`src/rtl/vga_pkg.sv`:
```
// vga_pkg -- shared definitions for the VGA sync receiver.
//   rx_state_t        : lock FSM states (SEARCH, MEASURE, LOCKED)
//   VGA_*             : default 640x480@60 timing constants
//   HCNT_MAX/VCNT_MAX : saturation values of the line/frame counters
//   in_window()       : half-open range test used for the active-area decode
package vga_pkg;

    typedef enum logic [1:0] {
        SEARCH  = 2'd0,
        MEASURE = 2'd1,
        LOCKED  = 2'd2
    } rx_state_t;

    localparam int VGA_H_ACTIVE = 640;
    localparam int VGA_V_ACTIVE = 480;
    localparam int VGA_H_TO_ACT = 144;
    localparam int VGA_V_TO_ACT = 35;

    localparam logic [10:0] HCNT_MAX = 11'd2047;
    localparam logic [9:0]  VCNT_MAX = 10'd1023;

    // True when lo <= cnt < lo + len.
    function automatic logic in_window(input int unsigned cnt,
                                       input int unsigned lo,
                                       input int unsigned len);
        return (cnt >= lo) && (cnt < lo + len);
    endfunction

endpackage

```
`src/rtl/vga_edge_det.sv`:
```
// vga_edge_det -- per-pixel-tick sampler for one sync line.
//   clk, rst    : system clock, asynchronous active-high reset
//   pix_en      : pixel-tick enable; the line is only looked at on these cycles
//   sync_in     : raw sync level
//   assert_tick : combinational, high on a tick whose sample is POL while the
//                 previous tick's sample was not (the assertion edge)
// The previous-sample register clears to 0, so with active-low sync a line
// that is already asserted coming out of reset is not mistaken for an edge.
module vga_edge_det #(
    parameter bit POL = 1'b0
) (
    input  logic clk,
    input  logic rst,
    input  logic pix_en,
    input  logic sync_in,
    output logic assert_tick
);

    logic prev_reg;

    always_ff @(posedge clk or posedge rst) begin
        if (rst) begin
            prev_reg <= 1'b0;
        end else if (pix_en) begin
            prev_reg <= sync_in;
        end
    end

    assign assert_tick = pix_en && (sync_in == POL) && (prev_reg != POL);

endmodule

```
`src/rtl/vga_sync_rx.sv`:
```
// vga_sync_rx -- VGA timing receiver: measures line/frame length from
// hsync/vsync, locks once the timing is stable and emits active pixels with
// their coordinates.
//   clk, RST                 : system clock, asynchronous active-high reset
//   pix_en                   : pixel-tick enable (inputs sampled only then)
//   hsync, vsync             : sync inputs, asserted level = SYNC_POL
//   pix_r, pix_g, pix_b      : 4-bit colour components
//   px_valid/px_rgb/x/y      : registered active pixel, one clk after its tick
//   locked                   : high only in the LOCKED state
//   err                      : one-clk pulse on timing change or counter overflow
//   line_len, frame_lines    : last measured ticks/line and lines/frame
//   frame_sum(_valid)        : per-frame 16-bit pixel checksum, only when the
//                              VGA_RX_CHECKSUM_EN macro is defined; tied to 0
//                              otherwise
module vga_sync_rx
    import vga_pkg::*;
#(
    parameter int H_ACTIVE    = VGA_H_ACTIVE,
    parameter int V_ACTIVE    = VGA_V_ACTIVE,
    parameter int H_TO_ACT    = VGA_H_TO_ACT,
    parameter int V_TO_ACT    = VGA_V_TO_ACT,
    parameter int LOCK_FRAMES = 2,
    parameter int SYNC_POL    = 0
) (
    input  logic        clk,
    input  logic        RST,
    input  logic        pix_en,
    input  logic        hsync,
    input  logic        vsync,
    input  logic [3:0]  pix_r,
    input  logic [3:0]  pix_g,
    input  logic [3:0]  pix_b,
    output logic        px_valid,
    output logic [11:0] px_rgb,
    output logic [9:0]  x,
    output logic [9:0]  y,
    output logic        locked,
    output logic        err,
    output logic [10:0] line_len,
    output logic [9:0]  frame_lines,
    output logic [15:0] frame_sum,
    output logic        frame_sum_valid
);

    logic        hs_tick, vs_tick;
    logic [11:0] pix_in;
    logic [10:0] hcnt_reg, hcnt_next, ll_new;
    logic [9:0]  vcnt_reg, vcnt_next, fl_new;
    rx_state_t   state_reg;
    logic [7:0]  match_reg, run_next;
    logic        ref_valid_reg, line_chg_reg;
    logic        line_chg_now, frame_chg_now, line_chg_frame, frame_clean;
    logic        sat_hit, active;

    vga_edge_det #(.POL(SYNC_POL != 0)) u_hs_det (
        .clk         (clk),
        .rst         (RST),
        .pix_en      (pix_en),
        .sync_in     (hsync),
        .assert_tick (hs_tick)
    );

    vga_edge_det #(.POL(SYNC_POL != 0)) u_vs_det (
        .clk         (clk),
        .rst         (RST),
        .pix_en      (pix_en),
        .sync_in     (vsync),
        .assert_tick (vs_tick)
    );

    assign pix_in = {pix_r, pix_g, pix_b};

    // Counter values as they will be after this tick; a coincident vsync
    // assertion wins over the hsync increment of vcnt.
    always_comb begin
        hcnt_next = hcnt_reg;
        vcnt_next = vcnt_reg;
        if (pix_en) begin
            if (hs_tick) begin
                hcnt_next = '0;
            end else if (hcnt_reg != HCNT_MAX) begin
                hcnt_next = hcnt_reg + 11'd1;
            end
            if (vs_tick) begin
                vcnt_next = '0;
            end else if (hs_tick && (vcnt_reg != VCNT_MAX)) begin
                vcnt_next = vcnt_reg + 10'd1;
            end
        end
    end

    // Measurements that would be latched this tick (saturating).
    assign ll_new = (hcnt_reg == HCNT_MAX) ? HCNT_MAX : hcnt_reg + 11'd1;
    assign fl_new = (vcnt_reg == VCNT_MAX) ? VCNT_MAX : vcnt_reg + 10'd1;

    assign line_chg_now   = hs_tick && (ll_new != line_len);
    assign frame_chg_now  = vs_tick && (fl_new != frame_lines);
    // A line change on the tick that closes the frame still belongs to it.
    assign line_chg_frame = line_chg_reg || line_chg_now;

    // Overflow fires once, on the tick a counter first reaches its ceiling.
    assign sat_hit = pix_en &&
                     (((hcnt_next == HCNT_MAX) && (hcnt_reg != HCNT_MAX)) ||
                      ((vcnt_next == VCNT_MAX) && (vcnt_reg != VCNT_MAX)));

    assign active = pix_en && (state_reg == LOCKED) &&
                    in_window(32'(hcnt_next), H_TO_ACT, H_ACTIVE) &&
                    in_window(32'(vcnt_next), V_TO_ACT, V_ACTIVE);

    // Run length of consecutive identical frames after the frame now closing.
    // Without a valid reference, a frame with steady lines starts a new run.
    always_comb begin
        frame_clean = ref_valid_reg && !line_chg_frame && !frame_chg_now;
        if (frame_clean) begin
            run_next = (match_reg == 8'hFF) ? match_reg : match_reg + 8'd1;
        end else begin
            run_next = line_chg_frame ? 8'd0 : 8'd1;
        end
    end

    always_ff @(posedge clk or posedge RST) begin
        if (RST) begin
            state_reg     <= SEARCH;
            hcnt_reg      <= '0;
            vcnt_reg      <= '0;
            match_reg     <= '0;
            ref_valid_reg <= 1'b0;
            line_chg_reg  <= 1'b0;
            line_len      <= '0;
            frame_lines   <= '0;
            locked        <= 1'b0;
            err           <= 1'b0;
            px_valid      <= 1'b0;
            px_rgb        <= '0;
            x             <= '0;
            y             <= '0;
        end else begin
            err      <= 1'b0;
            px_valid <= 1'b0;
            if (pix_en) begin
                hcnt_reg <= hcnt_next;
                vcnt_reg <= vcnt_next;
                if (hs_tick) begin
                    line_len <= ll_new;
                    if (line_chg_now) begin
                        line_chg_reg <= 1'b1;
                    end
                end
                if (vs_tick) begin
                    frame_lines  <= fl_new;
                    line_chg_reg <= 1'b0;
                end
                if (active) begin
                    px_valid <= 1'b1;
                    px_rgb   <= pix_in;
                    x        <= 10'(hcnt_next - 11'(H_TO_ACT));
                    y        <= vcnt_next - 10'(V_TO_ACT);
                end

                if (sat_hit) begin
                    err           <= 1'b1;
                    locked        <= 1'b0;
                    state_reg     <= SEARCH;
                    match_reg     <= '0;
                    ref_valid_reg <= 1'b0;
                end else begin
                    case (state_reg)
                        SEARCH: begin
                            if (vs_tick) begin
                                state_reg     <= MEASURE;
                                match_reg     <= '0;
                                ref_valid_reg <= 1'b0;
                            end
                        end
                        MEASURE: begin
                            if (vs_tick) begin
                                match_reg     <= run_next;
                                ref_valid_reg <= !line_chg_frame;
                                if (int'(run_next) >= LOCK_FRAMES) begin
                                    state_reg <= LOCKED;
                                    locked    <= 1'b1;
                                end
                            end
                        end
                        LOCKED: begin
                            if (line_chg_now || frame_chg_now) begin
                                err           <= 1'b1;
                                locked        <= 1'b0;
                                state_reg     <= MEASURE;
                                match_reg     <= '0;
                                ref_valid_reg <= 1'b0;
                            end
                        end
                        default: begin
                            locked    <= 1'b0;
                            state_reg <= SEARCH;
                        end
                    endcase
                end
            end
        end
    end

`ifdef VGA_RX_CHECKSUM_EN
    logic [15:0] acc_reg;

    // The sum covers the frame that the vsync assertion closes; it is only
    // published if that frame was received while locked.
    always_ff @(posedge clk or posedge RST) begin
        if (RST) begin
            acc_reg         <= '0;
            frame_sum       <= '0;
            frame_sum_valid <= 1'b0;
        end else begin
            frame_sum_valid <= 1'b0;
            if (pix_en) begin
                if (vs_tick) begin
                    if (state_reg == LOCKED) begin
                        frame_sum       <= acc_reg;
                        frame_sum_valid <= 1'b1;
                    end
                    acc_reg <= '0;
                end else if (active) begin
                    acc_reg <= acc_reg + 16'(pix_in);
                end
            end
        end
    end
`else
    assign frame_sum       = '0;
    assign frame_sum_valid = 1'b0;
`endif

endmodule
```
`config.mk`:
```
export PLATFORM = sky130hd
export DESIGN_NAME = vga_sync_rx
export DESIGN_NICKNAME = d
export VERILOG_FILES = /design/src/rtl/vga_pkg.sv /design/src/rtl/vga_edge_det.sv /design/src/rtl/vga_sync_rx.sv
export SDC_FILE = /design/constraint.sdc
export NUM_CORES = 1
export LEC_CHECK = 0
export CORE_UTILIZATION = 55
export CTS_CLUSTER_SIZE = 16
export DETAILED_ROUTE_END_ITERATION = 6
export GPL_ROUTABILITY_DRIVEN = 0
export GPL_TIMING_DRIVEN = 0
export PLACE_DENSITY = 0.81
export SYNTH_ARGS = -nofsm -noshare
export SYNTH_HDL_FRONTEND = slang
export SYNTH_SLANG_ARGS = --single-unit
```
`constraint.sdc`:
```
create_clock -name clk -period 5 [get_ports clk]
set_clock_uncertainty 0.1 [all_clocks]
set_input_delay 1 -clock clk [delete_from_list [all_inputs] [get_ports clk]]
set_output_delay 1 -clock clk [all_outputs]
set_load 0.02 [all_outputs]
```
======== Word-level counts from Yosys, hierarchy flattened ========
Index checks and enable logic that the tools add are counted.
storage, ports and cells
  register bits ........................... 91
  bits in latches ......................... 0
  bits in writable memories ............... 0
  ROM bits ................................ 0
  input port bits ......................... 17
  word-level logic and storage cells ...... 117
  memories ................................ 0
cells by class
  add/subtract/negate cells ............... 5
  multipliers ............................. 0
  div/mod/pow operators ................... 0
  order comparisons ....................... 5
  eq/ne operators ......................... 16
  shift-type cells ........................ 0
  mux-type cells .......................... 40
  bitwise operators ....................... 2
  reductions and logical operators ........ 33
operators by type and width
  kind                                                                number
  two-way mux 8 bit                                                   6
  two-way mux 11 bit                                                  4
  two-way mux 10 bit                                                  4
  case mux 8 bit (3 select lines)                                     1
  equality test 11 bit, second input constant                         2
  equality test 10 bit, second input constant                         2
  logical AND 1 bit                                                   17
  two-way mux 1 bit                                                   17
  AND reduction 5 bit                                                 3
  adder 11 x 1 -> 11 bit, second input constant                       1
  greater-or-equal comparator 11 x 8 -> 1 bit, second input constant  1
  less-than comparator 11 x 10 -> 1 bit, second input constant        1
  inequality test 11 bit                                              1
  inequality test 11 bit, second input constant                       1
  adder 10 x 1 -> 10 bit, second input constant                       1
  greater-or-equal comparator 10 x 6 -> 1 bit, second input constant  1
  less-than comparator 10 bit, second input constant                  1
  two-way mux 2 bit                                                   5
  inequality test 10 bit                                              1
  inequality test 10 bit, second input constant                       1
  subtractor 10 x 6 -> 10 bit, second input constant                  1
  subtractor 10 x 8 -> 10 bit, second input constant                  1
  inequality test 3 bit, second input constant                        3
  adder 8 x 1 -> 8 bit, second input constant                         1
  16 further kinds                                                    24

======== Depth between registers and ports, before layout ========
Gate-level depths: netlist of the first run.
  depth after elaboration ................. 14
  mapped depth ............................ 15

======== By module ========
From an unflattened synthesis of the first run, not the netlist that was laid out.
second synthesis, totals
  cells, all modules ...................... 655
  area total of the unflattened synthesis .. 6213.5 µm²
modules (own cells, without submodules)
  module        times used  cells an instance  area each (µm²)  sequential area each (µm²)
  vga_sync_rx   1           647                6105.9           2227.1
  vga_edge_det  2           4                  53.8             25.0

======== Worst setup path after synthesis of the first run ========
No wires, ideal clock.
  path type ............................... in2reg
  start point ............................. in pix_en
  end point ............................... reg px_rgb[0]
  setup time .............................. 0.125 ns
  arrival time ............................ 3.683 ns
  data required time ...................... 4.775 ns
  slack ................................... 1.092 ns
  cell stages on the path ................. 12
  cells stage by stage .................... buf_2 and3b_1 buf_2 and2_1 buf_2 a32o_1 ha_1 or3_1 o32ai_2 nand3_2 buf_6 mux2_4
on the way
  word-level cells in the longest chain between the ends .. 10
ends and longest elaborated chain
  item                                                                                        line                text
  start: declaration                                                                          vga_sync_rx.sv:27   input logic pix_en,
  logical AND 1 bit (2 in a row)                                                              vga_edge_det.sv:29  assign assert_tick = pix_en && (sync_in == POL) && (prev_reg != POL);
  logical AND 1 bit                                                                           vga_sync_rx.sv:86   end else if (hs_tick && (vcnt_reg != VCNT_MAX)) begin
  two-way mux 10 bit                                                                          vga_sync_rx.sv:86
  two-way mux 10 bit                                                                          vga_sync_rx.sv:84   if (vs_tick) begin
  two-way mux 10 bit (*)                                                                      vga_sync_rx.sv:78   if (pix_en) begin
  via vcnt_next[1]                                                                            vga_sync_rx.sv:48   logic [9:0] vcnt_reg, vcnt_next, fl_new;
  greater-or-equal comparator 10 x 6 -> 1 bit or less-than comparator 10 bit (tied branches)  vga_pkg.sv:26       return (cnt >= lo) && (cnt < lo + len);
  logical AND 1 bit (*)                                                                       vga_pkg.sv:26
  logical AND 1 bit (*)                                                                       vga_sync_rx.sv:107  in_window(32'(hcnt_next), H_TO_ACT, H_ACTIVE) &&
  AND reduction 2 bit (no line) (*)                                                           n/a
  end signal: assignment                                                                      vga_sync_rx.sv:155  px_rgb <= pix_in;
  end: declaration                                                                            vga_sync_rx.sv:34   output logic [11:0] px_rgb,
Mark *: on every way through the listed nets, which the timed path passes. The rest lies on a longest branch.
A chain may end at the register's enable or synchronous reset.

======== Worst setup path after layout of the first run ========
  start point ............................. in vsync
  end point ............................... reg px_rgb[1]
on the way
  word-level cells in the longest chain between the ends .. 9
ends and longest elaborated chain
  item                                                                                        line                text
  start: declaration                                                                          vga_sync_rx.sv:29   input logic vsync,
  NOT 1 bit (*)                                                                               vga_edge_det.sv:29
  logical AND 1 bit (*) (2 in a row)                                                          vga_edge_det.sv:29
  two-way mux 10 bit (*)                                                                      vga_sync_rx.sv:84
  two-way mux 10 bit (*)                                                                      vga_sync_rx.sv:78
  via vcnt_next[1]                                                                            vga_sync_rx.sv:48
  greater-or-equal comparator 10 x 6 -> 1 bit or less-than comparator 10 bit (tied branches)  vga_pkg.sv:26
  logical AND 1 bit (*)                                                                       vga_pkg.sv:26
  logical AND 1 bit (*)                                                                       vga_sync_rx.sv:107
  AND reduction 2 bit (no line) (*)                                                           n/a
Marks and branches as above.

==> results.yml, run 1 <==
status:
  status: "complete, no violations"
min_path:
  min_path_cells: 1
  hold_end: "u_vs_det.prev_reg"
  hold_path_class: "register to register"
  hp-start: "u_vs_det.prev_reg"
critical_path:
  cp_num_buf_inv: 3
  critical_path_class: "input port to register"
  end_kind: "register"
  crit_path_frequent_cell: "nor2_1"
  regToRegSetupSlack_ps: 690
  crit_fanout: 10
  critPathMaxStageDelay_ps: 490
  startpoint_type: "input port"
  crit_slowest_cell: "clkbuf_1"
  r2r_start: "vcnt_reg[1]"
  rr_worst_depth: 10
  cpLargestDelayFamily: "simple AND/OR/NAND/NOR gates"
  path_cells: "clkdlybuf4s50_1, nand2b_1, nor2_1, clkbuf_1, nor2_1, a32o_1, ha_1, or3_1, o32ai_2, nand3_2, buf_6, mux2_4"
  timing.rr.end: "px_rgb[1]"
  worstPathRequired_ps: 5170
  arrival_ps: 4840
floorplanning:
  row_count: 38
  start_util_pct: 56.4
  pin_count: 90
  die_y_um: 107
  core_mm2: 0.0108
  die_width_um: 107
  design.die.area_mm2: 0.0115
routing:
  drc_errors: 0
  drt_iter0_drc: 483
  firstDrtPassIters: 7
  antenna_left: 0
  vias: 5741
  routedWlPerCell_um: 17.7
  vias_per_cell: 6.29
  wirelength_um: 16100
sta:
  whs_ps: 416
  hold_viol_final: 0
  relSlewSlack_pct: 40.9
  tightest_slew_ps: 881
  min_period_over_period_pct: 93.4
  setup_violations: 0
  min_period_ps: 4670
  slew_violations: 0
  fmax_mhz: 214
  rsz0062_at_grt: "false"
global_routing:
  grt_pass1_vias: 5462
  grt_max_degree: 70
  antenna_found_initial: 0
  grt_overflow: 0
  grt_pass1_wl_um: 26300
  grt_use_total_pct: 28.8
placed_design:
  dpl.hpwl_um: 11700
  place_area_mm2: 0.00709
  portBuffers: 71
  dpl.cell_count: 897
final_layout:
  drive_gt1_share_pct: 13.2
  largest_reg_flops: 12
  num-fill-cells: 877
  n_antenna_cell: 0
  finalCoreUtilization_pct: 67.4
  multi_input_area_mm2: 0.00346
  nNetsFinal: 797
  fin_cells: 913
  register_area_mm2: 0.00228
  design_area_mm2: 0.00731
  area_delta_synth_final_pct: 19.6
clocking:
  clock_path_buffers: 2
  cts_buffers: 9
  clock_latency_ps: 380
  cts_htree_levels: 3
  clock_sinks: 91
  cts_tree: "done"
  root_buffer: "clkbuf_8"
  post-cts-setup-buffers: 0
  clk_pin_slew_ps: 90
yosys:
  netlist-cell-type-count: 77
  ys_seq_area_share_pct: 37.3
  synthTopCellsByArea: "dfrtp_1 37%, mux2_4 6.1%, nand2_1 3.4%"
  yosysTopAreaCell: "dfrtp_1"
  yosysWarnings: 0
  synth.top_cells.by_count: "91 x dfrtp_1, 55 x nand2_1, 50 x nor2_1"
  syn_inst: 669
  ys_async_sr_fraction_pct: 100
  synth_edf_count: 0
  synth_top_cell_area_share_pct: 37.3
  yosysMostFrequentCell: "dfrtp_1"
  ys_ff_latch: 91
  synth_area_mm2: 0.00611
  avgSynthCellArea_um2: 9.13
  synthFlopType: "dfrtp_1"
pwr:
  finalPower_uw: 2230
  power_density_mw_per_mm2: 306
  peakVddDrop_v: 0.000195
  power.leakage_uw: 0.00327
flow_run:
  maxCapViolCount: 0
-- report_power, final --
part	internal [uW]	switching, uW
clock network	286	281
registers	810	80.0
logic	322	456
-- layout make-up --
type	count	area share (%)
clock inverters	5	1.16
inverters	26	1.37
repair buffers	72	10.1
flip-flops and latches	91	31.2
multi-input cells	505	47.3
well taps	140	2.40
clock buffers	11	1.80
plain buffers	63	4.71
-- logic make-up (layout without fill, tap and decap cells) --
family | count (synthesis) | in the layout | synth area share (%)
flops | 91 | 91 | 37.3
xor+xnor | 28 | 28 | 4.24
simple gates | 229 | 229 | 19.2
compound gates | 179 | 179 | 20.8
buf+inv | 89 | 177 | 7.23
mux | 40 | 40 | 8.79
fa+ha+maj | 12 | 12 | 2.46
other cells | 1 | 17 | 0.0614
-- worst max-delay path by stage --
stage                       from      endpoint  slack [ps]  cells past startpoint
final                      vsync     px_rgb[1]         330                     12
after global routing       vsync     px_rgb[1]         100                     12
after CTS                  vsync  match_reg[7]         160                     13
after detailed placement   vsync  match_reg[7]        -240                     13
after global placement     vsync  match_reg[2]        -130                     13
after floorplan           pix_en     px_rgb[0]        1090                     12
-- what timing repair did --
| item | CTS | global route |
|---|---|---|
| resized for setup | 0 | 1 |
| hold buffers | 0 | 0 |
| endpoints found under the setup margin | 0 | 7 |
-- metrics by stage --
step	worst slack, ps	setup TNS (ps)
floorplan	1090	0
global placement	-125	-689
detailed placement	-236	-1970
CTS	159	0
global route	101	0
finish	332	0
-- routing by layer --
layer	share of wire (%)	global-route usage (%)
met1	41	37.5
met2	49	48.2
met3	7.3	4.84
met4	2.6	10.7
met5	0	0
-- placed cells by master (no fill, tap or decap), types with 10 or more instances in the layout --
master            n
dfrtp_1          91
inv_1            25
nand4_1          19
buf_4            17
xor2_1           10
ha_1             12
xnor2_1          17
o21ai_0          34
nand3_1          27
mux2_4           25
nand2_1          55
a31oi_1          20
and2_1           12
a21oi_1          25
buf_2            17
conb_1           17
nor2_1           50
clkdlybuf4s50_1  71
nor3_1           13
clkbuf_1         27
(Power assumes the default switching activity.)
==> run 2: changes to the inputs <==
Settings changed: CORE_UTILIZATION 55 to 56, PLACE_DENSITY 0.81 to 0.82, SYNTH_HIERARCHICAL set to 1.
==> run 2 against run 1 <==
Flip-flop and latch count stayed put. Largest power group unchanged. Sequential power is 2.5% higher. Non-clock buffer count is 1 lower.
==> results.yml, run 2 <==
critical_path:
  path_cells: "clkdlybuf4s50_1, and3b_2, buf_2, nand2_1, clkbuf_2, a31oi_4, xnor2_1, nor2_2, ha_1, nor2_1, a31o_2, a21o_1, o21ai_1, nand4_4, buf_6, mux2_4"
  rr_worst_depth: 16
  cpLargestDelayFamily: "buffers and inverters"
  crit_slowest_cell: "clkdlybuf4s50_1"
  regToRegSetupSlack_ps: 670
  worstPathRequired_ps: 5170
  startpoint_type: "input port"
  crit_fanout: 10
  critical_path_class: "input port to register"
  critPathMaxStageDelay_ps: 650
  arrival_ps: 4990
  end_kind: "register"
  timing.rr.end: "ref_valid_reg"
  crit_cells: 16
  cp-startpoint: "pix_en"
  r2r_start: "hcnt_reg[0]"
  crit_end: "px_rgb[10]"
  cp_num_buf_inv: 4
min_path:
  hp-start: "ref_valid_reg"
  hold_path_class: "register to register"
final_layout:
  final_common_cell: "dfrtp_1"
  drive_gt1_share_pct: 17.2
  multi_input_area_mm2: 0.00352
  nNetsFinal: 784
  area_delta_synth_final_pct: 19.4
  register_area_mm2: 0.00228
  design_area_mm2: 0.00742
  fin_cells: 900
  num-fill-cells: 851
  largest_reg_flops: 12
  layout_common_cells: "91 x dfrtp_1, 72 x clkdlybuf4s50_1, 50 x nand2_1, 37 x o21ai_0, 37 x nor2_1"
  n_antenna_cell: 0
yosys:
  synth_top_cell_area_share_pct: 36.6
  synthTopCellsByArea: "dfrtp_1 37%, mux2_4 7.0%, buf_4 3.3%"
  synth.top_cells.by_count: "91 x dfrtp_1, 50 x nand2_1, 38 x nor2_1"
  ys_ff_latch: 91
  yosysMostFrequentCell: "dfrtp_1"
  synthFlopType: "dfrtp_1"
  synth_area_mm2: 0.00621
  yosysWarnings: 6
  syn_inst: 655
  synth_edf_count: 0
  ys_seq_area_share_pct: 36.6
  ys_async_sr_fraction_pct: 100
  yosysTopAreaCell: "dfrtp_1"
  avgSynthCellArea_um2: 9.49
  netlist-cell-type-count: 86
clocking:
  root_buffer: "clkbuf_8"
  cts_buffers: 9
  clk_pin_slew_ps: 90
  clock_latency_ps: 390
  clock_sinks: 91
  clock_path_buffers: 2
  cts_htree_levels: 3
  post-cts-setup-buffers: 0
  cts_hold_buffers: 0
  cts_tree: "done"
placed_design:
  dpl.cell_count: 884
  pre_cts_slack_ps: -314
  place_area_mm2: 0.00720
  portBuffers: 72
  dpl.hpwl_um: 11400
routing:
  firstDrtPassIters: 7
  drc_errors: 0
  vias_per_cell: 6.22
  drt_iter0_drc: 359
  wirelength_um: 15800
  routedWlPerCell_um: 17.5
  vias: 5599
  antenna_left: 0
sta:
  fmax_mhz: 208
  hold_viol_final: 0
  setup_violations: 0
  relSlewSlack_pct: 34.8
  min_period_ps: 4820
  setup_slack_ps: 184
  slew_violations: 0
  rsz0062_at_grt: "false"
  min_period_over_period_pct: 96.3
  tightest_slew_ps: 974
global_routing:
  grt_max_degree: 47
  grt_pass1_wl_um: 25900
  grt_pass1_vias: 5395
  antenna_found_initial: 0
  grt_use_total_pct: 28.5
  grt_overflow: 0
floorplanning:
  die_y_um: 107
  core_mm2: 0.0108
  die_width_um: 107
  pin_count: 90
  row_count: 38
  design.die.area_mm2: 0.0115
  start_util_pct: 57.3
pwr:
  power.leakage_uw: 0.00344
  peakVddDrop_v: 0.000261
  power_density_mw_per_mm2: 309
status:
  status: "complete, no violations"
flow_run:
  maxCapViolCount: 0
==> run 2: changes by cell type after synthesis, sizes merged, moves of 7 or more <==
cell	change
nor2	-12
clkbuf	-9
a211oi	-8
o21ai	+8
buf	+7
nand3	+7
==> run 2: cells by family (layout without fill, tap and decap cells) <==
logic type | Yosys count | in the layout | synth area share (%)
multiplexers | 40 | 40 | 8.88
AO/OA/AOI/OAI | 170 | 170 | 19.8
XOR/XNOR | 32 | 32 | 4.73
flip-flops | 91 | 91 | 36.6
AND/OR/NAND/NOR | 221 | 221 | 19.6
buffers and inverters | 88 | 177 | 7.89
adder cells (fa/ha/maj) | 12 | 12 | 2.42
other | 1 | 17 | 0.0604
==> run 2: layout make-up <==
| cell class | count | share of cell area [%] |
|---|---|---|
| buffer | 61 | 5.26 |
| tap | 140 | 2.36 |
| sequential | 91 | 30.7 |
| timing repair buffer | 73 | 10.1 |
| clock inverter | 6 | 0.944 |
| inverter | 27 | 1.40 |
| clock buffer | 10 | 1.85 |
| multi-input combinational | 492 | 47.4 |
==> run 2: where the power goes <==
part,leakage (uW),switching (uW),total (uW),internal (uW)
clock network,0.000101,291,540,249
logic,0.00212,493,839,346
registers,0.00122,96.3,912,816
==> run 2: stage by stage <==
stage	setup TNS (ps)	util [%]	power (uW)	hold WS (ps)
global placement	-8440	66.1	1710	377
CTS	0	68.3	2280	409
finish	0	68.4	2290	407
global route	0	68.4	2420	430
detailed placement	-9400	66.4	1740	387
floorplan	0	-	1490	365
==> run 2: repair_timing <==
item,4_1_cts,5_1_grt
setup endpoints to repair,0,40
hold endpoints to repair,0,0
gates resized for setup,0,4
==> run 2: metal layers <==
| metal | global-route usage [%] | up-vias | wire, um |
|---|---|---|---|
| li1 | - | 2568 | - |
| met1 | 36.1 | 2695 | 6430 |
| met2 | 47.9 | 282 | 7660 |
| met3 | 4.42 | 54 | 1140 |
| met4 | 13.4 | 0 | 524 |
| met5 | 0 | - | 0 |
==> run 2: worst min path at each step <==
stage               cells past startpoint             to
floorplan                               1  ref_valid_reg
global route                            1           y[7]
CTS                                     1  ref_valid_reg
finish                                  1  ref_valid_reg
global placement                        1  ref_valid_reg
detailed placement                      1  ref_valid_reg
==> run 2: worst reg2reg max path, stage by stage, from the launching register on <==
cell,delay [ps]
dfrtp_1,470
ha_1,260
nand3_1,230
nor3_4,340
inv_2,100
buf_6,160
ha_1,240
xnor2_1,150
a21oi_1,130
o211a_1,150
o211ai_1,100
nor4_2,430
o21ai_2,190
o31ai_4,430
and2_1,180
buf_2,210
mux2_1,340
==> run 3: changes to the inputs <==
Settings changed: CORE_MARGIN set to 5, HOLD_SLACK_MARGIN set to 0.08, SETUP_SLACK_MARGIN set to 0.3.
==> run 3 against run 2 <==
Power grew 2.5%. Largest cell class unchanged. Worst setup slack gained 280 ps. Die area grew 15%. Highest routed layer unchanged. Non-clock buffer count is the same. Clock power grew 9.8%.
==> results.yml, run 3 (synthesized netlist as in run 2, its figures left out) <==
critical_path:
  critPathMaxStageDelay_ps: 420
  cpLargestDelayFamily: "buffers and inverters"
  rr_worst_depth: 16
  startpoint_type: "input port"
  path_cells: "clkdlybuf4s50_1, and3b_2, buf_2, nand2_1, clkbuf_1, a31oi_2, xnor2_1, nor2_1, ha_1, nor2_1, a31o_2, a21o_1, o21ai_1, nand4_4, buf_6, mux2_4"
  r2r_start: "hcnt_reg[0]"
  worstPathRequired_ps: 5170
  cp_num_buf_inv: 4
  critical_path_class: "input port to register"
  crit_cells: 16
  end_kind: "register"
  crit_slowest_cell: "clkdlybuf4s50_1"
  crit_fanout: 10
  timing.rr.end: "ref_valid_reg"
  regToRegSetupSlack_ps: 530
  crit_path_frequent_cell: "nor2_1"
  arrival_ps: 4700
clocking:
  cts_htree_levels: 3
  clock_path_buffers: 2
  clock_latency_ps: 380
  clk_pin_slew_ps: 90
  root_buffer: "clkbuf_8"
  clock_sinks: 91
  cts_tree: "done"
  cts_buffers: 9
pwr:
  power_density_mw_per_mm2: 316
  finalPower_uw: 2350
  power.leakage_uw: 0.00346
  peakVddDrop_v: 0.000233
global_routing:
  antenna_found_initial: 0
  grt_overflow: 0
  grt_pass1_vias: 5492
  grt_use_total_pct: 25.4
  grt_pass1_wl_um: 27200
  grt_max_degree: 67
sta:
  setup_violations: 0
  rsz0062_at_grt: "false"
  fmax_mhz: 221
  slew_violations: 0
  relSlewSlack_pct: 42.7
  min_period_ps: 4530
  min_period_over_period_pct: 90.6
  tightest_slew_ps: 856
  tns_ps: 0
  hold_viol_final: 0
floorplanning:
  die_width_um: 115
  start_util_pct: 57.3
  row_count: 38
  design.die.area_mm2: 0.0133
  core_mm2: 0.0108
  pin_count: 90
  die_y_um: 115
final_layout:
  area_delta_synth_final_pct: 19.6
  largest_reg_flops: 12
  layout_common_cells: "91 x dfrtp_1, 71 x clkdlybuf4s50_1, 50 x nand2_1, 38 x nor2_1, 37 x o21ai_0"
  n_antenna_cell: 0
  num-fill-cells: 868
  final_common_cell: "dfrtp_1"
  drive_gt1_share_pct: 17.0
  nNetsFinal: 784
min_path:
  hold_path_class: "register to register"
  min_path_cells: 1
  hold_end: "ref_valid_reg"
  hp-start: "ref_valid_reg"
routing:
  routedWlPerCell_um: 18.0
  wirelength_um: 16200
  drt_iter0_drc: 503
  vias_per_cell: 6.24
  antenna_left: 0
  vias: 5613
  drc_errors: 0
  firstDrtPassIters: 5
placed_design:
  portBuffers: 72
  dpl.hpwl_um: 11900
flow_run:
  maxCapViolCount: 0
status:
  status: "complete, no violations"
run 3: worst max-delay path by stage:
stage                      start            to  slack [ps]
after floorplan            hsync     px_rgb[0]        1180
after global placement    pix_en    px_rgb[11]         -90
after detailed placement  pix_en     px_rgb[3]        -120
after CTS                  hsync    px_rgb[10]         540
after global routing      pix_en  match_reg[2]         300
final                      hsync          x[1]         470
run 3: per-layer routing:
metal | vias up | GRT usage (%) | routed length, um | share of wire [%]
li1 | 2579 | - | - | -
met1 | 2684 | 34.0 | 6910 | 43
met2 | 298 | 39.6 | 7520 | 47
met3 | 52 | 5.05 | 1210 | 7.5
met4 | 0 | 12.0 | 523 | 3.2
met5 | - | 0 | 0 | 0
run 3: cell type report:
class                           instances  area (um2)  share of cell area (%)
Tap cell                              140         175                    2.36
Sequential cell                        91        2280                    30.6
Inverter                               27         104                    1.40
Clock inverter                          6        95.1                    1.28
Buffer                                 61         389                    5.24
Clock buffer                           10         138                    1.85
Multi-Input combinational cell        492        3510                    47.2
Timing Repair Buffer                   73         747                    10.1
run 3: report_power, final:
part	switching (uW)	internal (uW)	leakage [uW]
clock	292	302	0.000118
combinational	495	346	0.00212
sequential	98.6	816	0.00122
run 3: what timing repair did:
action,4_1_cts,5_1_grt
hold endpoints to repair,0,0
setup endpoints to repair,27,0
hold buffers,0,0
resized for setup,1,0
setup buffers,0,0
run 3: worst register-to-register path: stages (launching register included):
cell and delay [ps]:
dfrtp_1 520, ha_1 270, nand3_1 230, nor3_4 350, inv_2 100, buf_6 160
ha_1 210, xnor2_1 130, a21oi_1 150, o211a_1 170, o211ai_1 110, nor4_2 490
o21ai_2 200, o31ai_4 430, and2_1 180, buf_2 220, mux2_1 340
run 3: through the flow:
| step | cell area (um2) | hold slack, ps | util [%] | setup slack, ps | std cells |
|---|---|---|---|---|---|
| 2_1_floorplan | 6270 | 365 | - | 1180 | 671 |
| 3_3_place_gp | 7170 | 378 | 66.1 | -93.3 | 883 |
| 3_5_place_dp | 7200 | 387 | 66.4 | -117 | 884 |
| 4_1_cts | 7430 | 409 | 68.5 | 539 | 900 |
| 5_1_grt | 7430 | 422 | 68.5 | 302 | 900 |
| 6_report | 7430 | 408 | 68.5 | 468 | 900 |
